### src/rtl/pipe_pkg.sv
// Shared definitions for inter-stage pipeline buffers: holding-state encoding
// and the occupancy value reported for each state.
package pipe_pkg;

   typedef enum logic [1:0] {
      EMPTY = 2'd0,
      ONE   = 2'd1,
      FULL  = 2'd2
   } state_t;

   localparam logic [1:0] OCC_EMPTY = 2'd0;
   localparam logic [1:0] OCC_ONE   = 2'd1;
   localparam logic [1:0] OCC_FULL  = 2'd2;

   function automatic logic [1:0] occ_of(input state_t s);
      case (s)
         ONE:     occ_of = OCC_ONE;
         FULL:    occ_of = OCC_FULL;
         default: occ_of = OCC_EMPTY;
      endcase
   endfunction

endpackage

### src/rtl/pipe_entry.sv
// One buffer slot: a data+ctrl register with load enable, cleared by async reset.
module pipe_entry #(
   parameter int WIDTH = 72
) (
   input  logic             clk,
   input  logic             reset,
   input  logic             load,
   input  logic [WIDTH-1:0] d,
   output logic [WIDTH-1:0] q
);

   always_ff @(posedge clk or posedge reset) begin
      if (reset) begin
         q <= '0;
      end else if (load) begin
         q <= d;
      end
   end

endmodule

### src/rtl/pipe_stage_buffer.sv
// Inter-stage pipeline buffer with valid/ready handshake, flush, ctrl bubble
// gating, optional 2-entry skid mode, occupancy and saturating stall counter.
module pipe_stage_buffer
   import pipe_pkg::*;
#(
   parameter int DATA_WIDTH      = 64,
   parameter int CTRL_WIDTH      = 8,
   parameter bit SKID_EN         = 1'b1,
   parameter int STALL_CNT_WIDTH = 16
) (
   input  logic                       clk,
   input  logic                       reset,
   input  logic                       flush,
   input  logic                       in_valid,
   output logic                       in_ready,
   input  logic [DATA_WIDTH-1:0]      in_data,
   input  logic [CTRL_WIDTH-1:0]      in_ctrl,
   output logic                       out_valid,
   input  logic                       out_ready,
   output logic [DATA_WIDTH-1:0]      out_data,
   output logic [CTRL_WIDTH-1:0]      out_ctrl,
   output logic [1:0]                 occupancy,
   output logic [STALL_CNT_WIDTH-1:0] stall_cycles
);

   localparam int EW = DATA_WIDTH + CTRL_WIDTH;

   state_t          state;
   state_t          state_nxt;
   logic            accept;
   logic            drain;
   logic            main_load;
   logic            skid_load;
   logic [EW-1:0]   in_entry;
   logic [EW-1:0]   main_d;
   logic [EW-1:0]   main_q;
   logic [EW-1:0]   skid_q;

   assign in_entry  = {in_data, in_ctrl};
   assign out_valid = (state != EMPTY);
   assign occupancy = occ_of(state);
   assign accept    = in_valid && in_ready;
   assign drain     = out_valid && out_ready;

   // Skid mode decodes in_ready from state alone, cutting the out_ready path.
   generate
      if (SKID_EN) begin : g_rdy_skid
         assign in_ready = (state != FULL);
      end else begin : g_rdy_comb
         assign in_ready = !out_valid || out_ready;
      end
   endgenerate

   always_comb begin
      state_nxt = state;
      main_load = 1'b0;
      skid_load = 1'b0;
      main_d    = in_entry;
      case (state)
         EMPTY: begin
            if (accept) begin
               state_nxt = ONE;
               main_load = 1'b1;
            end
         end
         ONE: begin
            if (accept && drain) begin
               main_load = 1'b1;
            end else if (accept) begin
               if (SKID_EN) begin
                  state_nxt = FULL;
                  skid_load = 1'b1;
               end
            end else if (drain) begin
               state_nxt = EMPTY;
            end
         end
         FULL: begin
            if (drain) begin
               state_nxt = ONE;
               main_load = 1'b1;
               main_d    = skid_q;
            end
         end
         default: state_nxt = EMPTY;
      endcase
      if (flush) begin
         state_nxt = EMPTY;
         main_load = 1'b0;
         skid_load = 1'b0;
      end
   end

   always_ff @(posedge clk or posedge reset) begin
      if (reset) begin
         state <= EMPTY;
      end else begin
         state <= state_nxt;
      end
   end

   pipe_entry #(.WIDTH(EW)) u_main (
      .clk   (clk),
      .reset (reset),
      .load  (main_load),
      .d     (main_d),
      .q     (main_q)
   );

   generate
      if (SKID_EN) begin : g_skid
         pipe_entry #(.WIDTH(EW)) u_skid (
            .clk   (clk),
            .reset (reset),
            .load  (skid_load),
            .d     (in_entry),
            .q     (skid_q)
         );
      end else begin : g_no_skid
         assign skid_q = '0;
      end
   endgenerate

   assign out_data = main_q[EW-1:CTRL_WIDTH];
   assign out_ctrl = out_valid ? main_q[CTRL_WIDTH-1:0] : '0;

   // Counter survives flush so stalls around a flush stay visible.
   always_ff @(posedge clk or posedge reset) begin
      if (reset) begin
         stall_cycles <= '0;
      end else if (out_valid && !out_ready && (stall_cycles != '1)) begin
         stall_cycles <= stall_cycles + 1'b1;
      end
   end

endmodule

### config.mk
export PLATFORM = sky130hd
export DESIGN_NAME = pipe_stage_buffer
export DESIGN_NICKNAME = d
export VERILOG_FILES = /design/src/rtl/pipe_pkg.sv /design/src/rtl/pipe_entry.sv /design/src/rtl/pipe_stage_buffer.sv
export SDC_FILE = /design/constraint.sdc
export NUM_CORES = 1
export LEC_CHECK = 0
export CAP_MARGIN = 20
export CORE_MARGIN = 2
export CORE_UTILIZATION = 40
export CTS_CLUSTER_DIAMETER = 50
export DETAILED_ROUTE_END_ITERATION = 12
export GPL_TIMING_DRIVEN = 0
export PLACE_DENSITY = 0.74
export SLEW_MARGIN = 25
export SYNTH_ARGS = -nofsm -noshare
export SYNTH_HDL_FRONTEND = slang
export SYNTH_HIERARCHICAL = 1
export SYNTH_SLANG_ARGS = --single-unit
### constraint.sdc
create_clock -name clk -period 2.5 [get_ports clk]
set_input_delay 0.5 -clock clk [delete_from_list [all_inputs] [get_ports clk]]
set_output_delay 0.5 -clock clk [all_outputs]
set_load 0.03 [all_outputs]
==> impl_metrics.json <==
{
  "max_clock_freq_mhz": 412,
  "nNetsFinal": 755,
  "synth-simple-area-share_pct": 3.88,
  "final_cell_area_mm2": 0.0106,
  "synth_compound_area_share_pct": 0.932,
  "grt_pass1_vias": 5185,
  "clock-sinks": 162,
  "grt_max_degree": 41,
  "vias": 4638,
  "synthXorXnorAreaFrac_pct": 1.66,
  "numPortBuffers": 167,
  "drive_gt1_share_pct": 41.4,
  "setup_ws_ps": 72.8,
  "synthMuxAreaShare_pct": 37.5,
  "antenna_cells": 0,
  "dpl.hpwl_um": 12000,
  "r2r_cells": 7,
  "critical_path_class": "reg2out",
  "synth_top_cell_by_area": "dfrtp_1",
  "timing.final.crit_share_pct": 97.1,
  "synth_top_area_share_pct": 51.2,
  "critPathArrivalTime_ps": 1930,
  "r2r_end": "u_main/q[53]$_DFFE_PP0P_",
  "num-fill-cells": 1579,
  "p_leak_nw": 4.69,
  "dp_slack_ps": -168,
  "drt_iter0_drc": 110,
  "required_ps": 2000,
  "worstSetupStartpoint": "state[0]$_DFFE_PP0P_",
  "firstDrtPassIters": 4,
  "wl_per_cell_um": 18.3,
  "antenna_found_initial": 0,
  "syn_to_final_growth_pct": 33.8,
  "finalHoldViolations": 0,
  "ios": 169,
  "synthCells": 486,
  "gr-total-overflow": 0,
  "power_density_mw_per_mm2": 835,
  "drcViolationCount": 0,
  "die_y_um": 145,
  "core_area_mm2": 0.0195,
  "dieWidth_um": 145,
  "ys_types": 34,
  "cts_tree": "done",
  "ctsRootBufferMaster": "clkbuf_16",
  "finalCriticalPeriod_ps": 2430,
  "r2r-start": "state[1]$_DFFE_PP0P_",
  "slew_viol_final": 0,
  "grt_pass1_wl_um": 27900,
  "avgViaCountPerCell": 4.86,
  "placed_area_mm2": 0.00998,
  "end_kind": "primary output",
  "total_power_mw": 8.86,
  "grtUsageTotal_pct": 17.3,
  "synth_top_family_by_area": "multiplexers",
  "core.rowCount": 51,
  "cap_violations": 0,
  "finClkSkew_ps": 10.8,
  "hold_path_class": "reg2reg",
  "globalplace.congestion": 0.782,
  "cp-endpoint": "out_ctrl[7]",
  "drt-total-wl_um": 17500,
  "final_antenna_net_count": 0,
  "synthAdderAreaFrac_pct": 0.158,
  "ir_worst_vdd_uv": 592,
  "critPathLaunchType": "flip-flop",
  "cts_buffers": 17,
  "die-area_mm2": 0.0210,
  "worst_pin_slew_ps": 712,
  "setup_viol": 0,
  "netlist_top_cells_area": "dfrtp_1 (51%), mux2_4 (27%), mux2_2 (11%)",
  "start_util_pct": 40.7,
  "h-tree-depth": 4,
  "syn-num-nets": 564,
  "ys_seq_area_share_pct": 51.2,
  "clk_latency_ps": 420,
  "clk_path_buf_depth": 2,
  "rrSetupSlack_ps": 200,
  "cp_max_fo": 10,
  "status": "completed",
  "clkTransAtPathRegs_ps": 60,
  "ys_ff_latch": 162,
  "syn_area_per_cell_um2": 16.3,
  "synth.cell_area_mm2": 0.00792,
  "slew_headroom_pct": 52.5,
  "yosysWarnings": 6
}
==> synthesized netlist by cell type <==
master / n
dfrtp_1: 162
mux2_4: 140
mux2_2: 76
buf_12: 14
xor2_1: 13
and2b_1: 9
inv_1: 8
buf_2: 7
nand2_1: 7
nor2_1: 7
nor4_1: 7
nor3_1: 5
a21oi_1: 3
nand4_1: 3
buf_6: 2
clkbuf_1: 2
nand3_1: 2
nand4_2: 2
xnor2_1: 2
a211oi_1: 1
and3_1: 1
ha_1: 1
mux2_1: 1
nand2b_2: 1
nand3_2: 1
nor2_2: 1
nor2b_1: 1
nor3b_1: 1
o21ai_0: 1
o21ba_2: 1
o22a_1: 1
o41ai_4: 1
or2_2: 1
or4b_4: 1
==> where the power goes <==
| group | internal, mW | total (mW) | switching, mW |
|---|---|---|---|
| Clock | 1.58 | 2.68 | 1.10 |
| Sequential | 3.24 | 3.63 | 0.391 |
| Combinational | 1.46 | 2.54 | 1.08 |
| Total | 6.29 | 8.86 | 2.57 |
==> layout by cell type, fill, tap and decap left out, drive strengths merged <==
cell type,n
xnor2,2
buf,28
clkbuf,22
o22a,1
and2b,9
a21oi,3
o21ba,1
nand4,5
nand2b,1
a211oi,1
mux2,217
dfrtp,162
clkdlybuf4s50,165
nand2,7
o41ai,1
inv,9
nor3b,1
nor2,8
nor4,7
dlygate4sd2,2
and3,1
clkinv,6
nor3,5
ha,1
o21ai,1
nor2b,1
clkinvlp,2
nand3,3
xor2,13
or2,1
or4b,1
bufinv,3
==> final cells by class <==
cell class | instances | area [um^2] | area share, %
Timing Repair Buffer | 172 | 1740 | 16.4
Tap cell | 265 | 332 | 3.13
Clock inverter | 12 | 159 | 1.50
Inverter | 8 | 35.0 | 0.330
Clock buffer | 20 | 437 | 4.12
Buffer | 25 | 345 | 3.26
Multi-Input combinational cell | 291 | 3500 | 33.0
Sequential cell | 162 | 4050 | 38.2
==> through the flow <==
| stage | hold slack, ps | util, % | std cells | TNS (ps) |
|---|---|---|---|---|
| 2_1_floorplan | 439 | - | 486 | 0 |
| 3_3_place_gp | 486 | 51.0 | 918 | -210140 |
| 3_5_place_dp | 491 | 51.3 | 920 | -10670 |
| 4_1_cts | 508 | 54.4 | 952 | 0 |
| 5_1_grt | 524 | 54.5 | 955 | -2.88 |
| 6_report | 505 | 54.5 | 955 | 0 |
==> how the worst min path moves through the flow <==
stage / startpoint / endpoint / slack [ps] / depth (start not counted)
floorplan: reset / stall_cycles[0]$_DFFE_PP0P_ / 440 / 1
global placement: stall_cycles[15]$_DFFE_PP0P_ / stall_cycles[15]$_DFFE_PP0P_ / 490 / 1
detailed placement: g_skid.u_skid/q[69]$_DFFE_PP0P_ / g_skid.u_skid/q[69]$_DFFE_PP0P_ / 490 / 1
CTS: g_skid.u_skid/q[46]$_DFFE_PP0P_ / g_skid.u_skid/q[46]$_DFFE_PP0P_ / 510 / 1
global route: u_main/q[5]$_DFFE_PP0P_ / u_main/q[5]$_DFFE_PP0P_ / 520 / 1
finish: u_main/q[4]$_DFFE_PP0P_ / u_main/q[4]$_DFFE_PP0P_ / 500 / 1
==> cell families after synthesis <==
kind of cell             Yosys count
XOR/XNOR                          15
adder cells (fa/ha/maj)            1
flip-flops                       162
multiplexers                     217
buffers and inverters             33
AO/OA/AOI/OAI                      8
AND/OR/NAND/NOR                   50
==> flip-flops by register name (all words and copies together) (netlist names) <==
register and cells:
g_skid.u_skid/q 72, stall_cycles 16, state 2, u_main/q 72
==> per-layer routing <==
metal	track usage (%)	wire length, um
met3	4.54	902
met5	0	0
met2	27.1	8070
met1	23.6	8310
met4	5.01	233
==> worst max-delay path, stage by stage, from the launching register on <==
cell,delay [ps]
dfrtp_1,460
nor2_4,240
and2b_1,220
clkdlybuf4s50_1,590
==> timing repair <==
item	in CTS	in global routing
hold buffers	0	0
buffers inserted	0	3
endpoints found under the setup margin	8	78
gates resized for setup	4	1
pin swaps	0	1
No activity file was read; power rests on OpenSTA's default activity.
